===== src/rtl/imem_loader_if.sv =====
// Byte-stream input and instruction-memory write port of the imem loader.
// The slave side is the loader; the master side is the byte source / memory.
interface imem_loader_if #(
    parameter int ADDR_W = 8
);
    logic              in_valid;
    logic              in_ready;
    logic [7:0]        in_data;
    logic              wr_en;
    logic [ADDR_W-1:0] wr_addr;
    logic [15:0]       wr_data;

    modport master (
        output in_valid, in_data,
        input  in_ready, wr_en, wr_addr, wr_data
    );

    modport slave (
        input  in_valid, in_data,
        output in_ready, wr_en, wr_addr, wr_data
    );
endinterface


===== src/rtl/imem_loader.sv =====
// Byte-stream programmer for the instruction memory: assembles hi/lo bytes
// into 16-bit words, writes them to consecutive addresses, then releases the CPU.
module imem_loader #(
    parameter int                ADDR_W    = 8,
    parameter logic [ADDR_W-1:0] BASE_ADDR = '0
) (
    input  logic              clk,
    input  logic              rst_n,
    input  logic              load_start_i,
    input  logic [ADDR_W:0]   load_len_i,
    input  logic              load_abort_i,
    imem_loader_if.slave      bus,
    output logic              cpu_hold_o,
    output logic              busy_o,
    output logic              done_o,
    output logic              err_o,
    output logic [15:0]       checksum_o
);

    typedef enum logic [2:0] {
        S_IDLE,
        S_RX_HI,
        S_RX_LO,
        S_WRITE,
        S_DONE
    } state_e;

    localparam logic [ADDR_W:0] LEN_MAX = {1'b1, {ADDR_W{1'b0}}};

    state_e            state_q, state_d;
    logic [ADDR_W:0]   len_q, len_d;
    logic [ADDR_W:0]   count_q, count_d;
    logic [ADDR_W-1:0] addr_q, addr_d;
    logic [7:0]        hi_q, hi_d;
    logic              in_ready_q, in_ready_d;
    logic              wr_en_q, wr_en_d;
    logic [ADDR_W-1:0] wr_addr_q, wr_addr_d;
    logic [15:0]       wr_data_q, wr_data_d;
    logic              cpu_hold_q, cpu_hold_d;
    logic              busy_q, busy_d;
    logic              done_q, done_d;
    logic              err_q, err_d;
    logic [15:0]       csum_q, csum_d;
    logic              accept;
    logic              len_bad;

    assign accept  = bus.in_valid & in_ready_q;
    assign len_bad = (load_len_i == '0) || (load_len_i > LEN_MAX);

    always_comb begin
        state_d    = state_q;
        len_d      = len_q;
        count_d    = count_q;
        addr_d     = addr_q;
        hi_d       = hi_q;
        wr_addr_d  = wr_addr_q;
        wr_data_d  = wr_data_q;
        cpu_hold_d = cpu_hold_q;
        busy_d     = busy_q;
        done_d     = 1'b0;
        err_d      = err_q;
        csum_d     = csum_q;

        unique case (state_q)
            S_IDLE: begin
                if (load_start_i) begin
                    if (len_bad) begin
                        err_d = 1'b1;
                    end else begin
                        len_d      = load_len_i;
                        count_d    = '0;
                        addr_d     = BASE_ADDR;
                        csum_d     = '0;
                        err_d      = 1'b0;
                        busy_d     = 1'b1;
                        cpu_hold_d = 1'b1;
                        state_d    = S_RX_HI;
                    end
                end
            end
            S_RX_HI: begin
                if (load_abort_i) begin
                    err_d   = 1'b1;
                    busy_d  = 1'b0;
                    state_d = S_IDLE;
                end else if (accept) begin
                    hi_d    = bus.in_data;
                    state_d = S_RX_LO;
                end
            end
            S_RX_LO: begin
                if (load_abort_i) begin
                    err_d   = 1'b1;
                    busy_d  = 1'b0;
                    state_d = S_IDLE;
                end else if (accept) begin
                    wr_addr_d = addr_q;
                    wr_data_d = {hi_q, bus.in_data};
                    state_d   = S_WRITE;
                end
            end
            S_WRITE: begin
                // The strobe for this word is already on the bus; an abort
                // here still lets it land and be counted in the checksum.
                csum_d  = csum_q ^ wr_data_q;
                count_d = count_q + 1'b1;
                if (load_abort_i) begin
                    err_d   = 1'b1;
                    busy_d  = 1'b0;
                    state_d = S_IDLE;
                end else if (count_q + 1'b1 == len_q) begin
                    done_d     = 1'b1;
                    busy_d     = 1'b0;
                    cpu_hold_d = 1'b0;
                    state_d    = S_DONE;
                end else begin
                    addr_d  = addr_q + 1'b1;
                    state_d = S_RX_HI;
                end
            end
            S_DONE: begin
                state_d = S_IDLE;
            end
            default: begin
                state_d = S_IDLE;
            end
        endcase

        in_ready_d = (state_d == S_RX_HI) || (state_d == S_RX_LO);
        wr_en_d    = (state_d == S_WRITE);
    end

    always_ff @(posedge clk or negedge rst_n) begin
        if (!rst_n) begin
            state_q    <= S_IDLE;
            len_q      <= '0;
            count_q    <= '0;
            addr_q     <= BASE_ADDR;
            hi_q       <= '0;
            in_ready_q <= 1'b0;
            wr_en_q    <= 1'b0;
            wr_addr_q  <= BASE_ADDR;
            wr_data_q  <= '0;
            cpu_hold_q <= 1'b1;
            busy_q     <= 1'b0;
            done_q     <= 1'b0;
            err_q      <= 1'b0;
            csum_q     <= '0;
        end else begin
            state_q    <= state_d;
            len_q      <= len_d;
            count_q    <= count_d;
            addr_q     <= addr_d;
            hi_q       <= hi_d;
            in_ready_q <= in_ready_d;
            wr_en_q    <= wr_en_d;
            wr_addr_q  <= wr_addr_d;
            wr_data_q  <= wr_data_d;
            cpu_hold_q <= cpu_hold_d;
            busy_q     <= busy_d;
            done_q     <= done_d;
            err_q      <= err_d;
            csum_q     <= csum_d;
        end
    end

    assign bus.in_ready = in_ready_q;
    assign bus.wr_en    = wr_en_q;
    assign bus.wr_addr  = wr_addr_q;
    assign bus.wr_data  = wr_data_q;
    assign cpu_hold_o   = cpu_hold_q;
    assign busy_o       = busy_q;
    assign done_o       = done_q;
    assign err_o        = err_q;
    assign checksum_o   = csum_q;

endmodule


===== src/flat_wrapper.sv =====
// flat-port wrapper written by rule: the top's interface ports become plain ports
module imem_loader_flat 
#(
    parameter int                ADDR_W    = 8,
    parameter logic [ADDR_W-1:0] BASE_ADDR = '0
)
  (clk, rst_n, load_start_i, load_len_i, load_abort_i, cpu_hold_o, busy_o, done_o, err_o, checksum_o, bus_in_valid, bus_in_data, bus_in_ready, bus_wr_en, bus_wr_addr, bus_wr_data);
  imem_loader_if #(.ADDR_W(ADDR_W)) bus_i ();
  input  logic clk;
  input  logic rst_n;
  input  logic load_start_i;
  input  logic [ADDR_W:0] load_len_i;
  input  logic load_abort_i;
  output logic cpu_hold_o;
  output logic busy_o;
  output logic done_o;
  output logic err_o;
  output logic [15:0] checksum_o;
  input wire logic [$bits(bus_i.in_valid)-1:0] bus_in_valid;
  input wire logic [$bits(bus_i.in_data)-1:0] bus_in_data;
  output wire logic [$bits(bus_i.in_ready)-1:0] bus_in_ready;
  output wire logic [$bits(bus_i.wr_en)-1:0] bus_wr_en;
  output wire logic [$bits(bus_i.wr_addr)-1:0] bus_wr_addr;
  output wire logic [$bits(bus_i.wr_data)-1:0] bus_wr_data;
  assign bus_i.in_valid = bus_in_valid;
  assign bus_i.in_data = bus_in_data;
  assign bus_in_ready = bus_i.in_ready;
  assign bus_wr_en = bus_i.wr_en;
  assign bus_wr_addr = bus_i.wr_addr;
  assign bus_wr_data = bus_i.wr_data;
  imem_loader #(.ADDR_W(ADDR_W), .BASE_ADDR(BASE_ADDR)) u_core (.clk(clk), .rst_n(rst_n), .load_start_i(load_start_i), .load_len_i(load_len_i), .load_abort_i(load_abort_i), .bus(bus_i), .cpu_hold_o(cpu_hold_o), .busy_o(busy_o), .done_o(done_o), .err_o(err_o), .checksum_o(checksum_o));
endmodule

===== config.mk =====
export PLATFORM = sky130hd
export DESIGN_NAME = imem_loader_flat
export DESIGN_NICKNAME = d
export VERILOG_FILES = /design/src/rtl/imem_loader_if.sv /design/src/rtl/imem_loader.sv /design/src/flat_wrapper.sv
export SDC_FILE = /design/constraint.sdc
export NUM_CORES = 1
export LEC_CHECK = 0
export ABC_AREA = 1
export BUFFER_PORTS_ARGS = -buffer_cell sky130_fd_sc_hd__buf_2
export CAP_MARGIN = 20
export CORE_ASPECT_RATIO = 1.2
export CORE_MARGIN = 2
export CORE_UTILIZATION = 46
export CTS_CLUSTER_SIZE = 16
export DETAILED_ROUTE_END_ITERATION = 8
export HOLD_SLACK_MARGIN = 0.03
export PLACE_DENSITY = 0.68
export RECOVER_POWER = 100
export SLEW_MARGIN = 20
export SYNTH_ARGS = -nofsm -noshare
export SYNTH_HDL_FRONTEND = slang
export SYNTH_SLANG_ARGS = --single-unit

===== constraint.sdc =====
create_clock -name clk -period 5.1 [get_ports clk]
set_input_delay 1.02 -clock clk [delete_from_list [all_inputs] [get_ports clk]]
set_output_delay 1.02 -clock clk [all_outputs]
set_load 0.005 [all_outputs]

==> out/results.txt <==
The flow ran to the end, and the final reports show no timing, DRC or antenna violations. The logs give 5.35 ns for the required time of the critical path and 0 for the final-report max-slew violation count. The classification of the worst-slack hold path is flop to flop. The tools report the synthesized netlist cell count as 466.

Number of antenna violations at the first check in global routing: 0. For the pin with the worst max-slew slack, the measured transition is 1.11 ns. The H-tree depth was 3; the number of buffers added on ports was 67.

Cell internal power was estimated by the tool at 0.00111 W. For the worst-skew pair, the clock arrives at the later sink with an insertion delay of 0.36 ns. Post-detailed-routing wire length: 8480 um.

For the unique cell type count in the Yosys netlist, the log shows 26. Averaged over all synthesized cells, the footprint is 8.12 um2. Summing the sequential cell areas from Yosys gives 54.9% of the chip area.

The net count after synthesis came out at 490. For the clock group share of total power, the log shows 35.6%. The share of total power dissipated in sequential elements is 51.4%.

The pin count of the biggest net entering global routing was 84; the total power per unit cell area was 349 mW/mm2. The run gives 780 as the number of filler instances in the final layout. Post-CTS repair changed the size of 0 cells. Cells with a size suffix above 1 make up 11.9% of the layout. The clock-pin transition on the worst setup and hold timing paths is 0.08 ns. The routed design could run at a clock period as short as 3.15 ns. Once the floorplan was initialized, standard cells occupied 46.9% of the core. In the routed design, unresolved DRC markers number 0.

The placed wire-length estimate was 5850 um. The height of the chip is 103 um. The switching power summed over all nets was 0.000417 W; the number of detailed-routing iterations run before antenna repair was 4.

The overall track demand over capacity in global routing is 20.3%, and the area growth from synthesis to layout is 15.6%. Clock skew on the completed layout was measured at 0.00681 ns. Setup violations remaining at the end of the flow were counted as 0.

The longest clock path from root to sink contains 2 buffers. Combinational cells account for 12.9% of the total power. At the end of the flow, the number of nets in the layout was 555. In this run switching power makes up 27.3% of total power. For the violation count after the first detailed-routing iteration, the log shows 139. In this run, synthesis produced a sequential element count of 83. The run gives 68 as the number of top-level design ports. After routing, the total negative slack on setup checks comes to 0 ns.

The floorplan step defined a die boundary enclosing 0.00897 mm2. The floorplan has 36 rows. Static timing analysis puts the maximum clock frequency at 317 MHz. At the end of routability-driven placement, the weighted congestion stood at 0.860.

The number of nets with antenna violations after detailed routing came out at 0. Max-cap violations in this run came to 0. The logs give 25.9% for the relative slew slack and 0.00806 mm2 for the area inside the core boundary.

The tools report the number of buffers inserted by post-CTS setup repair as 0. The top cell types in the final layout, fill and taps aside, are sky130_fd_sc_hd__nand2_1, sky130_fd_sc_hd__dfrtp_1, sky130_fd_sc_hd__inv_1, sky130_fd_sc_hd__nand3_1, sky130_fd_sc_hd__buf_2. TritonCTS built the clock tree. The number of buffers created by CTS was 9. Hold timing on the final database bottoms out at a slack of 0.465 ns. After synthesis the cells add up to 0.00378 mm2.

The worst ir drop on vdd is 0.180 mV. The total number of vias was 3184. Setup slack on the worst reg-to-reg path comes out at 2.23 ns. In the routed layout, each cell is associated on average with a via count of 5.05. The tools report the number of cells in the finished layout apart from fillers as 631. The sort of element at the start of the critical path was an input pin. The largest fanout of any net on the critical path is 32, and the overflow left after global routing is 0. Clock tree synthesis found a total of 83 sinks.

The root buffer cell was sky130_fd_sc_hd__clkbuf_8. The hold violation count in the final report came out at 0. Data arrives at the worst endpoint at 3.41 ns. The logs give 0 for the count of warnings emitted by yosys and 615 for the post-placement cell count. The worst setup path is captured at a flop. Setup repair after global routing left no endpoint under its margin.

The worst path uses 61.8% of the clock period. The horizontal die dimension came out at 86.8 um. 0 antenna diodes ended up in the layout. Dividing the detail-routed wire length by the instance count gives 13.4 um. The run gives 0 as the count of hold buffers inserted by post-cts repair. For the via count of the first global-routing pass, the log shows 3037. The worst setup path is of the input pin to flop kind. The first global-routing pass estimated 14100 um of wire. Most common library cell in the layout ignoring fill and taps: sky130_fd_sc_hd__nand2_1. The analysis attributes to cell leakage a power of 2.33 nW.
-- through the flow --
stage / cell area, um2 / util, % / setup WS, ns / power [W]
after CTS: 4420 / 54.9 / 2.35 / 0.00155
final: 4380 / 54.3 / 1.95 / 0.00153
after global routing: 4380 / 54.3 / 1.64 / 0.00161
after floorplan: 3780 / - / 2.90 / 0.000918
after global placement: 4190 / 52.0 / 2.06 / 0.000991
after detailed placement: 4190 / 52.0 / 1.96 / 0.00100
-- path summary, 6_finish.rpt --
path	end	cells after the start	start
worst max-delay path	u_core.bus.in_ready	9	load_abort_i
worst min register to register	u_core.cpu_hold_o	2	u_core.cpu_hold_o
max in group asynchronous	u_core.count_q[3]	1	rst_n
worst max register to register	u_core.bus.in_ready	8	u_core.state_q[2]
min in group asynchronous	u_core.busy_o	1	rst_n
worst min-delay path	u_core.cpu_hold_o	2	u_core.cpu_hold_o
-- Yosys cell counts --
cell	count	area (um2)
sky130_fd_sc_hd__inv_1	48	180
sky130_fd_sc_hd__nand4_1	8	50.1
sky130_fd_sc_hd__nand2_2	3	18.8
sky130_fd_sc_hd__xor2_1	5	43.8
sky130_fd_sc_hd__ha_1	2	25.0
sky130_fd_sc_hd__dfstp_2	1	26.3
sky130_fd_sc_hd__buf_2	2	10.0
sky130_fd_sc_hd__buf_1	1	3.75
sky130_fd_sc_hd__o22ai_1	5	31.3
sky130_fd_sc_hd__nand4_2	1	12.5
sky130_fd_sc_hd__nor2_2	3	18.8
sky130_fd_sc_hd__clkbuf_1	11	41.3
sky130_fd_sc_hd__xnor2_1	3	26.3
sky130_fd_sc_hd__nor2_4	1	11.3
sky130_fd_sc_hd__o21ai_0	40	200
sky130_fd_sc_hd__nor3b_1	1	7.51
sky130_fd_sc_hd__o21ai_1	2	10.0
sky130_fd_sc_hd__nor3_1	3	15.0
sky130_fd_sc_hd__buf_6	1	11.3
sky130_fd_sc_hd__nand3b_1	4	30.0
sky130_fd_sc_hd__and3_1	1	6.26
sky130_fd_sc_hd__nand2_1	169	634
sky130_fd_sc_hd__nor2_1	21	78.8
sky130_fd_sc_hd__nand3_1	45	225
sky130_fd_sc_hd__dfrtp_1	82	2050
sky130_fd_sc_hd__a21oi_1	3	15.0
-- state kept, by name (all words and copies together) (netlist names) --
name and cells:
u_core.done_o 1, u_core.checksum_o 16, u_core.hi_q 8, u_core.count_q 9
u_core.busy_o 1, u_core.cpu_hold_o 1, u_core.addr_q 8, u_core.err_o 1
u_core.bus.wr_data 16, u_core.len_q 9, u_core.bus.in_ready 1, u_core.bus.wr_en 1
u_core.state_q 3, u_core.bus.wr_addr 8
-- critical path, stage by stage --
cell                       delay [ns]
sky130_fd_sc_hd__clkbuf_1        0.11
sky130_fd_sc_hd__nor2_1          0.13
sky130_fd_sc_hd__nand2_1         0.09
sky130_fd_sc_hd__nor2_1          0.84
sky130_fd_sc_hd__inv_1           0.75
sky130_fd_sc_hd__nand3_1         0.26
sky130_fd_sc_hd__inv_1           0.07
sky130_fd_sc_hd__nand3_1         0.08
sky130_fd_sc_hd__nand2_1         0.06
-- power by group through the flow --
stage	clock network [W]	logic, W	registers, W
finish	0.000544	0.000197	0.000785
detailed placement	0	0.000204	0.000797
CTS	0.000555	0.000207	0.000785
global placement	0	0.000197	0.000794
global route	0.000585	0.000232	0.000795
floorplan	0	0.000141	0.000778
-- area by class of cell --
cell class / count / area (um2) / share of cell area, %
clock buffer: 11 / 151 / 3.46
timing repair buffer: 69 / 319 / 7.29
clock inverter: 5 / 82.6 / 1.89
tap: 95 / 119 / 2.72
sequential: 83 / 2080 / 47.5
inverter: 48 / 180 / 4.12
multi-input combinational: 320 / 1450 / 33.0
-- kinds of logic after synthesis --
group	after synthesis	share of synthesized area (%)
simple gates	260	29.3
flops	83	54.9
buf+inv	63	6.51
compound gates	50	6.78
xor+xnor	8	1.85
fa+ha+maj	2	0.661
-- per-layer routing --
metal,GRT usage [%],wire [um],vias up
met5,0,0,-
li1,-,-,1613
met2,33.4,4100,65
met4,8.17,153,0
met3,4.13,289,17
met1,26.3,3940,1489
Note: power is estimated with default switching activity, not from simulation.
